[src/rtl/ec17_pkg.sv]
// Shared constants and FSM state type for the F17 modular-inverse datapath.
package ec17_pkg;

  localparam int DATA_WIDTH = 64;
  localparam int MODULUS    = 17;
  localparam int RES_WIDTH  = 5;
  localparam int EXP        = MODULUS - 2;
  localparam int EW         = $clog2(EXP + 1);
  localparam int IDXW       = (EW > 1) ? $clog2(EW) : 1;

  typedef enum logic [2:0] {
    IDLE,
    LOAD,
    SQR,
    MUL,
    CHK,
    DONE
  } state_t;

endpackage

[src/rtl/mod17_mulred.sv]
// Combinational residue multiply followed by reduction mod MODULUS.
module mod17_mulred
  import ec17_pkg::*;
(
  input  logic [RES_WIDTH-1:0] x,
  input  logic [RES_WIDTH-1:0] y,
  output logic [RES_WIDTH-1:0] p
);

  logic [2*RES_WIDTH-1:0] prod;

  always_comb begin
    prod = {{RES_WIDTH{1'b0}}, x} * {{RES_WIDTH{1'b0}}, y};
    p    = RES_WIDTH'(prod % (2*RES_WIDTH)'(MODULUS));
  end

endmodule

[src/rtl/mod17_inv.sv]
// Fermat modular inverse a^(M-2) mod M via square-and-multiply, one op per cycle.
// Build option: MOD17_INV_CHECK_EN adds a CHK state that verifies acc*r == 1.
//
// state | meaning
// IDLE  | waiting for start; operand captured on accept
// LOAD  | reduce operand to canonical residue r, acc = 1
// SQR   | acc = acc^2 mod M
// MUL   | acc = acc*r mod M (exponent bit set)
// CHK   | acc*r == 1 self-check (optional build)
// DONE  | done pulse, result valid
module mod17_inv
  import ec17_pkg::*;
(
  input  logic                  clk,
  input  logic                  rst_n,
  input  logic                  start,
  input  logic [DATA_WIDTH-1:0] a_in,
  output logic                  busy,
  output logic                  done,
  output logic [RES_WIDTH-1:0]  result,
  output logic                  zero_err
);

  localparam logic [EW-1:0] EXP_BITS = EW'(EXP);

  state_t                state;
  logic [DATA_WIDTH-1:0] base;
  logic [RES_WIDTH-1:0]  r;
  logic [RES_WIDTH-1:0]  acc;
  logic [IDXW-1:0]       idx;

  logic                  neg;
  logic [DATA_WIDTH:0]   mag;
  logic [RES_WIDTH-1:0]  rem;
  logic [RES_WIDTH-1:0]  r_load;
  logic [RES_WIDTH-1:0]  mr_y;
  logic [RES_WIDTH-1:0]  mr_p;
  logic                  step_last;

  // Magnitude is one bit wider so negating the most-negative operand cannot overflow.
  always_comb begin
    neg    = base[DATA_WIDTH-1];
    mag    = neg ? (~{1'b1, base}) + (DATA_WIDTH+1)'(1) : {1'b0, base};
    rem    = RES_WIDTH'(mag % (DATA_WIDTH+1)'(MODULUS));
    r_load = (neg && (rem != '0)) ? RES_WIDTH'(MODULUS) - rem : rem;
  end

  always_comb begin
    mr_y      = (state == SQR) ? acc : r;
    step_last = (idx == '0) &&
                (((state == SQR) && !EXP_BITS[idx]) || (state == MUL));
  end

  mod17_mulred u_mulred (
    .x (acc),
    .y (mr_y),
    .p (mr_p)
  );

  always_ff @(posedge clk) begin
    if (!rst_n) begin
      state    <= IDLE;
      busy     <= 1'b0;
      done     <= 1'b0;
      result   <= '0;
      zero_err <= 1'b0;
      base     <= '0;
      r        <= '0;
      acc      <= '0;
      idx      <= '0;
    end else begin
      case (state)
        IDLE: begin
          if (start) begin
            base  <= a_in;
            busy  <= 1'b1;
            state <= LOAD;
          end
        end
        LOAD: begin
          r     <= r_load;
          acc   <= RES_WIDTH'(1);
          idx   <= IDXW'(EW - 1);
          state <= SQR;
        end
        SQR: begin
          acc <= mr_p;
          if (EXP_BITS[idx])    state <= MUL;
          else if (idx != '0)   idx   <= idx - IDXW'(1);
        end
        MUL: begin
          acc   <= mr_p;
          state <= SQR;
          if (idx != '0) idx <= idx - IDXW'(1);
        end
`ifdef MOD17_INV_CHECK_EN
        CHK: begin
          state    <= DONE;
          done     <= 1'b1;
          result   <= (r == '0) ? '0 : acc;
          zero_err <= (r == '0) || (mr_p != RES_WIDTH'(1));
        end
`endif
        DONE: begin
          done  <= 1'b0;
          busy  <= 1'b0;
          state <= IDLE;
        end
        default: state <= IDLE;
      endcase

      // Leaving the exponent loop overrides the loop's own next-state choice.
      if (step_last) begin
`ifdef MOD17_INV_CHECK_EN
        state    <= CHK;
`else
        state    <= DONE;
        done     <= 1'b1;
        result   <= (r == '0) ? '0 : mr_p;
        zero_err <= (r == '0);
`endif
      end
    end
  end

endmodule

[config.mk]
export PLATFORM = sky130hd
export DESIGN_NAME = mod17_inv
export DESIGN_NICKNAME = d
export VERILOG_FILES = /design/src/rtl/ec17_pkg.sv /design/src/rtl/mod17_mulred.sv /design/src/rtl/mod17_inv.sv
export SDC_FILE = /design/constraint.sdc
export NUM_CORES = 1
export LEC_CHECK = 0
export ABC_AREA = 1
export CELL_PAD_IN_SITES_DETAIL_PLACEMENT = 0
export CELL_PAD_IN_SITES_GLOBAL_PLACEMENT = 1
export CORE_ASPECT_RATIO = 0.6
export CORE_MARGIN = 1
export CORE_UTILIZATION = 40
export DETAILED_ROUTE_END_ITERATION = 8
export PLACE_DENSITY = 0.8
export SETUP_SLACK_MARGIN = 0.1
export SLEW_MARGIN = 20
export SYNTH_ARGS = -nofsm -noshare
export SYNTH_HDL_FRONTEND = slang
export SYNTH_SLANG_ARGS = --single-unit
[constraint.sdc]
create_clock -name clk -period 67.7 [get_ports clk]
set_input_delay 6.77 -clock clk [delete_from_list [all_inputs] [get_ports clk]]
set_output_delay 6.77 -clock clk [all_outputs]
set_load 0.02 [all_outputs]
# Word level (Yosys, flattened, before mapping)
# Cells that the tools add are included.
# totals
regBits,87
in_bits,67
output_inout_bits,8
elab_cells,68
# op_classes
add_sub_neg,3
multipliers,1
div_mod_pow,2
order_cmp,1
eq_ne,9
n_mux,18
n_bitwise,2
n_reduce_logical,22
# ops
op,n
$add 65x1->65 const B,1
$mod 65x5->65 const B,1
$mux 65,1
$not 65->65,1
$mux 5,3
$mod 10x5->10 const B,1
$mul 5x5->10,1
$pmux 5 s2,1
$reduce_and 2->1,5
$mux 3,3
$pmux 3 s3,1
$reduce_bool 2->1,4
$eq 3x2->1 const B,2
$pmux 2 s3,1
$reduce_or 2->1,3
$logic_not 5->1,1
$reduce_bool 5->1,1
$sub 5x5->5 const A,1
$mux 1,4
$mux 2,2
$ne 2x2->1 const B,2
$eq 3x1->1 const B,1
$eq 3x3->1 const B,1
$logic_and 1x1->1,3
13 further kinds,13

# Depth between registers and ports, before layout
# Gate-level depths: netlist of run 1.
# depth
ltp_word,8
depth_mapped,328
depth_no_buf,328

# Modules after synthesis
# A second synthesis of run 1 with hierarchy kept.
# hier_totals
cells_unflattened,3230
area_unflattened_um2,19259.7
# modules_own_cells
module,n_inst,cells_each,area_per_inst_um2,seq_area_each_um2
mod17_inv,1,2890,17255.3,1741.7
mod17_mulred,1,340,2004.4,0.0

# Least setup slack after synthesis of run 1
# No wires, ideal clock.
# synth_timing
path_type,reg-to-reg
start,register base[0]
end,register r[2]
setup_time_ns,0.116
arrival_ns,26.646
required_ns,67.584
slack_ns,40.938
stages_incl_launch_ff,262
n_path_buf,0
synth_period_minus_slack_ns,26.762
path_cell_list,dfxtp_1 inv_2 ha_1 inv_1 nor3_1 nand2_1 nor2_2 nand3_1 nand2_1 nand2_2 nand2_4 nand4_2 o21bai_2 nand3_2 nand2_4 nand4_4 nand2_4 nand2_4 [226 not listed] nand2_2 inv_1 ha_1 xor2_1 nand2_2 nand2_4 nand2_4 inv_4 nand3_2 nand4_4 nand2_2 nand2_2 inv_1 ha_1 inv_1 nand3_1 nand3_1 a21oi_1
# synth_via
elab_chain_cells,7
word_cells_on_any_way,8
cone_classes,add/sub (2); div (1); mux (2); bitwise (1); reduce/logical (2)
# synth_rtl
element,line_no,text
"start, declared",mod17_inv.sv:27,logic [DATA_WIDTH-1:0] base;
"start signal, assigned",mod17_inv.sv:75,base <= a_in;
$not 65->65,mod17_inv.sv:43,"mag = neg ? (~{1'b1, base}) + (DATA_WIDTH+1)'(1) : {1'b0, base};"
$add 65x1->65,mod17_inv.sv:43,
$mux 65 (*),mod17_inv.sv:43,
$mod 65x5->65 (*),mod17_inv.sv:44,rem = RES_WIDTH'(mag % (DATA_WIDTH+1)'(MODULUS));
branches (longest 2 deep; another with $sub 5x5->5),n/a,
$mux 5 (*),mod17_inv.sv:45,r_load = (neg && (rem != '0)) ? RES_WIDTH'(MODULUS) - rem : rem;
"end signal, assigned",mod17_inv.sv:81,r <= r_load;
"end, declared",mod17_inv.sv:28,logic [RES_WIDTH-1:0] r;
# Every way passes the cells marked *.
# A chain may end at the register's enable or synchronous reset.

# Worst setup path in the final report of run 1
# Ends and elaborated chain as after synthesis.

==> summary.txt, run 1 <==
GRT
  – Pin count of the biggest net entering global routing: 72
  – First-pass GRT wire length: 86800 um
  – GRT Resource Usage Total: 21.0%
  – Vias in the first global route: 17800
  – GRT overflow: 0
  – Antenna violations before repair: 0

Synthesis
  – Synth top area cells: nand2_1, nand2_4, dfxtp_1, nand2_2, nand3_1
  – Cell taking the most area after synthesis: nand2_1
  – #FFs+latches synth: 87
  – Yosys warns: 0
  – Synth cell types: 66
  – Area share of and/or/nand/nor cells after synthesis: 59.2%
  – Sequential fraction of the synthesis area: 9.01%
  – Commonest cells in the synthesized netlist: nand2_1, inv_1, nand3_1
  – Post-Synth Adder-Cell Area: 2.81%
  – EDFF count, synth: 0
  – Most numerous cell in the Yosys netlist: nand2_1
  – Xor and xnor fraction of the mapped netlist area: 6.68%
  – Largest family of logic cells by synthesized area: simple AND/OR/NAND/NOR gates
  – Mux cell area share after synthesis: 0.0518%
  – Mapped Cells: 3074
  – Avg Inst Size Synth: 6.29 um^2
  – Syn Nets: 3179
  – Share of the synthesized area in the top cell type: 12.0%
  – Ys flop type: dfxtp_1
  – Ys async rst share: 0%
  – Syn Std Cell Area: 19300 um^2
  – Compound-Gate Fraction of Synth Area: 11.2%

Floorplan
  – IO Count: 75
  – Initial Utilization: 41.1%
  – # rows: 61
  – Die ar.: 49200 um^2
  – Die height: 172 um
  – Core area: 47000 um^2
  – Die X: 286 um

Min path
  – HP Class: register to register
  – Worst Hold Launch: idx[1]
  – Hold Path End: idx[1]
  – Hold Path Depth: 2

Outcome
  – Status: completed

Worst setup path
  – CP max stage cell: dfxtp_1
  – Most frequent CP cell: nand2_4
  – CP max FO: 8
  – Max stage delay on crit path: 340 ps
  – Reg2Reg Depth: 251
  – Setup slack, reg-to-reg: 36560 ps
  – Cell family contributing the most delay on the critical path: simple AND/OR/NAND/NOR gates
  – Critical R2R Launch: base[0]
  – CP bufs+invs: 13
  – Critical R2R Capture: r[2]
  – Worst EP arrival: 31380 ps
  – CP Capture Type: register
  – Worst path required time: 67940 ps
  – Critical path class: register to register
  – Crit start category: register

Route
  – Initial DRC Count: 1370
  – WL per Instance: 13.7 um
  – Drc violations: 0
  – DR vias: 19200
  – Final ANT Viol Nets: 0
  – Final wirelength: 51700 um
  – Vias per cell: 5.10
  – TritonRoute pass-1 iters: 5

STA
  – Setup ws final: 36560 ps
  – Setup tns final: 0 ps
  – Final hold violations: 0
  – Crit path time final: 31140 ps
  – Part of the cycle the worst path needs: 46.0%
  – Maximum clock frequency: 0.0321 GHz
  – Final setup vio count: 0
  – Slew margin rel.: 47.5%
  – Unrepaired setup endpoints after global routing: no
  – Worst Tran Pin Value: 787 ps
  – Fin. max-slew vios: 0
  – Clk_skew: 12.0 ps

Finish
  – Nets: 3235
  – Area added between synthesis and finish: 8.72%
  – Post-route cell area: 21000 um^2
  – Non-filler cells in the finished layout: 3765
  – Layout cells sized above 1: 27.5%
  – # fillers: 4886
  – Area of the multi-input gates: 15500 um^2
  – Register area: 1740 um^2
  – Antenna diodes: 0

Clock tree
  – Root Buffer: clkbuf_16
  – Max H-tree Level: 3
  – Post-CTS setup buffers: 0
  – Cts hold-fix bufs: 0
  – Clock Latency Late Sink: 360 ps
  – Post-CTS sizing: 0
  – Longest Clk Path Bufs: 2
  – CTS tree: yes
  – Clock-pin slew on the worst setup and hold paths: 80 ps
  – Sink Count: 87
  – Cts bufs inserted: 9

Place
  – Placed Instances: 3749
  – Hpwl dp: 43300 um
  – Placement-stage cell area: 20700 um^2
  – Gpl congestion: 0.920
  – Placement-stage worst setup slack: 36920 ps
  – Port-buffer cells: 74

Run
  – Max-Cap Viols: 0
layer usage:
metal  global-route usage (%)  vias to the layer above  wire length (um)
met5                        0                        -                 0
met4                     2.98                        0               433
met3                     2.89                       36              2870
met2                     31.7                      441             21200
met1                     31.7                     8765             27100
li1                         -                     9972                 -
logic make-up (layout without fill, tap and decap cells):
family | count (synthesis) | after routing
XOR/XNOR | 138 | 138
adder cells (fa/ha/maj) | 38 | 38
AND/OR/NAND/NOR | 1938 | 1938
multiplexers | 1 | 1
buffers and inverters | 522 | 583
flip-flops | 87 | 87
AO/OA/AOI/OAI | 350 | 350
worst max path at each step:
stage | depth (start not counted) | slack (ps) | end | start
floorplan | 261 | 40940 | r[2] | base[0]
global placement | 252 | 37870 | r[2] | base[0]
detailed placement | 250 | 36920 | r[2] | base[0]
CTS | 250 | 36780 | r[2] | base[0]
global route | 253 | 33280 | r[2] | base[0]
finish | 251 | 36560 | r[2] | base[0]
worst reg2reg max path: cells and delay by family (launching register included):
kind | cells | cell delay [ps]
AO/OA/AOI/OAI | 23 | 4760
XOR/XNOR | 4 | 910
adder cells (fa/ha/maj) | 3 | 720
buffers and inverters | 13 | 1270
flip-flops | 1 | 340
AND/OR/NAND/NOR | 208 | 23000
registers in the layout, indices dropped and copies added, names as in the netlist:
name      count
busy          1
result        5
state         3
idx           2
done          1
zero_err      1
r             5
acc           5
base         64
metrics by stage:
stage / hold WS [ps] / utilization, %
finish: 465 / 44.7
detailed placement: 451 / 44.0
CTS: 469 / 44.7
global route: 482 / 44.7
floorplan: 433 / -
global placement: 448 / 44.0
layout make-up:
type	count	share of cell area (%)
Sequential cell	87	8.29
Clock buffer	10	1.09
Inverter	490	9.27
Clock inverter	6	0.369
Tap cell	630	3.75
Multi-Input combinational cell	2465	73.6
Timing Repair Buffer	77	3.61
cell usage in the layout (no fill, tap or decap), types with 10 or more instances in the layout:
master             n
o21ai_2           28
ha_1              29
o21ai_1           24
inv_1            388
nand2_2          277
dfxtp_1           86
nor2_2            71
o21ai_0          113
o211ai_1          10
nand3_1          314
clkinv_1          14
nand3_2           70
a21oi_2           14
xor2_1           121
nand3b_1          20
inv_2             68
clkdlybuf4s50_1   73
nand2_4          177
nor2_4            28
nor3_1            13
nand4_1           69
nand4_2           26
nand4_4           10
a21oi_4           10
nand2_1          616
nor2_1           213
a21oi_1          118
Power of run 1 is left out: the tool's default activity adds up to more than one toggle a clock period on the data nets, which glitch-free logic cannot reach.
==> inputs of run 2 (changes only) <==
- clock period: 67.7 -> 30.6 ns (I/O delays scaled with it)
==> run 2 against run 1 <==
Net effect: clock skew fell by 1.3 ps; sequential share of layout area fell by 1.0 points; flip-flop and latch count did not move; non-clock buffer count rose by 123; critical path depth rose by 7; final area rose by 14%; global-route usage rose by 0.071 points; die area did not move; utilization rose by 6.3 points; cell count rose by 3.2%; worst hold slack improved by 3.1 ps.
==> summary.txt, run 2 (synthesis gave the netlist of run 1 again) <==
Outcome
  – Status: completed (unchanged)

Worst setup path
  – Max stage delay on crit path: 340 ps (about the same)
  – Critical R2R Launch: base[9] (was base[0])
  – CP startpoint: base[9] (was base[0])
  – Critical path class: register to register (unchanged)
  – Critical path depth: 258 (was 251)
  – Crit start category: register (unchanged)
  – Worst path required time: 30890 ps (was 67940 ps)
  – CP bufs+invs: 13 (unchanged)
  – CP max stage cell: dfxtp_2 (was dfxtp_1)
  – Worst EP arrival: 30710 ps (was 31380 ps)
  – Most frequent CP cell: nand2_4 (unchanged)
  – Reg2Reg Depth: 258 (was 251)
  – CP max FO: 7 (was 8)
  – Cell family contributing the most delay on the critical path: simple AND/OR/NAND/NOR gates (unchanged)
  – CP Capture Type: register (unchanged)

Finish
  – Max reg flops: 64 (unchanged)
  – Antenna diodes: 0 (unchanged)
  – Most frequent cells in the layout: nand2_1, inv_1, nand3_1 (unchanged)
  – Most common cell after layout, fill and taps aside: nand2_1 (unchanged)
  – Largest reg by FF count: base (unchanged)
  – Non-filler cells in the finished layout: 3887 (was 3765)
  – Area of the multi-input gates: 17400 um^2 (was 15500 um^2)
  – # fillers: 4602 (was 4886)
  – Register area: 1750 um^2 (was 1740 um^2)
  – Area added between synthesis and finish: 24.1% (was 8.72%)
  – Nets: 3358 (was 3235)
  – Layout cells sized above 1: 36.9% (was 27.5%)
  – Core Util, Final: 51.0% (was 44.7%)

STA
  – Maximum clock frequency: 0.0329 GHz (was 0.0321 GHz)
  – Final hold violations: 0 (unchanged)
  – Final setup vio count: 0 (unchanged)
  – Clk_skew: 10.7 ps (was 12.0 ps)
  – Fin. max-slew vios: 0 (unchanged)
  – Crit path time final: 30410 ps (was 31140 ps)
  – Slew margin rel.: 42.4% (was 47.5%)
  – Unrepaired setup endpoints after global routing: yes (was no)
  – Worst Tran Pin Value: 864 ps (was 787 ps)
  – Part of the cycle the worst path needs: 99.4% (was 46.0%)

Clock tree
  – Longest Clk Path Bufs: 2 (unchanged)
  – Clock-pin slew on the worst setup and hold paths: 70 ps (was 80 ps)
  – Cts bufs inserted: 9 (unchanged)
  – CTS tree: yes (unchanged)
  – Sink Count: 87 (unchanged)
  – Clock Latency Late Sink: 360 ps (about the same)
  – Cts hold-fix bufs: 0 (unchanged)
  – Root Buffer: clkbuf_16 (unchanged)
  – Max H-tree Level: 3 (unchanged)

GRT
  – Antenna violations before repair: 0 (unchanged)
  – GRT Resource Usage Total: 21.1% (was 21.0%)
  – Vias in the first global route: 17800 (about the same)
  – First-pass GRT wire length: 87100 um (was 86800 um)
  – GRT overflow: 0 (unchanged)
  – Pin count of the biggest net entering global routing: 98 (was 72)

Floorplan
  – Die ar.: 49200 um^2 (unchanged)
  – Die X: 286 um (unchanged)
  – Initial Utilization: 41.1% (unchanged)
  – Core area: 47000 um^2 (unchanged)
  – IO Count: 75 (unchanged)
  – Die height: 172 um (unchanged)
  – # rows: 61 (unchanged)

Run
  – Max-Cap Viols: 0 (unchanged)

Route
  – Met3 Wirelength: 2440 um (was 2870 um)
  – Routed wl met2: 24900 um (was 21200 um)
  – WL met1: 28600 um (was 27100 um)
  – WL per Instance: 14.5 um (was 13.7 um)
  – TritonRoute pass-1 iters: 5 (unchanged)
  – Highest routed layer: met4 (unchanged)
  – Final ANT Viol Nets: 0 (unchanged)
  – DR vias: 20100 (was 19200)
  – Initial DRC Count: 1267 (was 1370)
  – Drc violations: 0 (unchanged)
  – Final wirelength: 56400 um (was 51700 um)
  – Vias per cell: 5.17 (was 5.10)

Place
  – Hpwl dp: 43100 um (was 43300 um)
  – Placed Instances: 3750 (was 3749)
  – Port-buffer cells: 74 (unchanged)
  – Gpl congestion: 0.904 (was 0.920)

Min path
  – HP Class: register to register (unchanged)
  – Worst Hold Launch: result[1] (was idx[1])
  – Hold Path Depth: 2 (unchanged)
run 2: worst reg2reg max path, delay by kind of cell (launching register included):
family,cells,cell delay [ps]
xor gates and xnor gates,4,900
AOI/OAI and AO/OA,18,3270
DFF,1,340
and+or+nand+nor,223,24360
buffers and inverters,13,1490
run 2: final timing paths:
path / end / slack, ps
worst max-delay path: r[4] / 190
worst min-delay path: result[1] / 470
worst max register to register: r[4] / 190
worst min register to register: result[1] / 470
run 2: what timing repair did:
action                                  CTS  global route
endpoints found under the setup margin    4             5
pin swaps                                 1           176
resized for setup                         6           416
cloned                                    0             0
buffers inserted                          1           121
run 2: layer usage:
| layer | track usage [%] | vias to the layer above |
|---|---|---|
| met5 | 0 | - |
| met1 | 31.8 | 9375 |
| met3 | 2.47 | 51 |
| met2 | 32.2 | 458 |
| met4 | 2.74 | 0 |
| li1 | - | 10200 |
run 2: area by class of cell:
cell class,instances,area share [%]
flip-flops and latches,87,7.28
repair buffers,200,7.23
clock inverters,6,0.558
well taps,630,3.29
clock buffers,9,0.939
inverters,490,8.21
multi-input cells,2465,72.5
run 2: stage by stage:
stage	setup WS [ps]	cell area (um^2)	hold slack, ps	setup TNS [ps]
5_1_grt	-1990	24000	492	-9230
3_5_place_dp	-48.9	20700	458	-48.9
2_1_floorplan	3840	19300	433	0
4_1_cts	136	21100	471	0
6_report	187	24000	468	0
3_3_place_gp	789	20700	448	0
Power of run 2 is left out for the same reason.
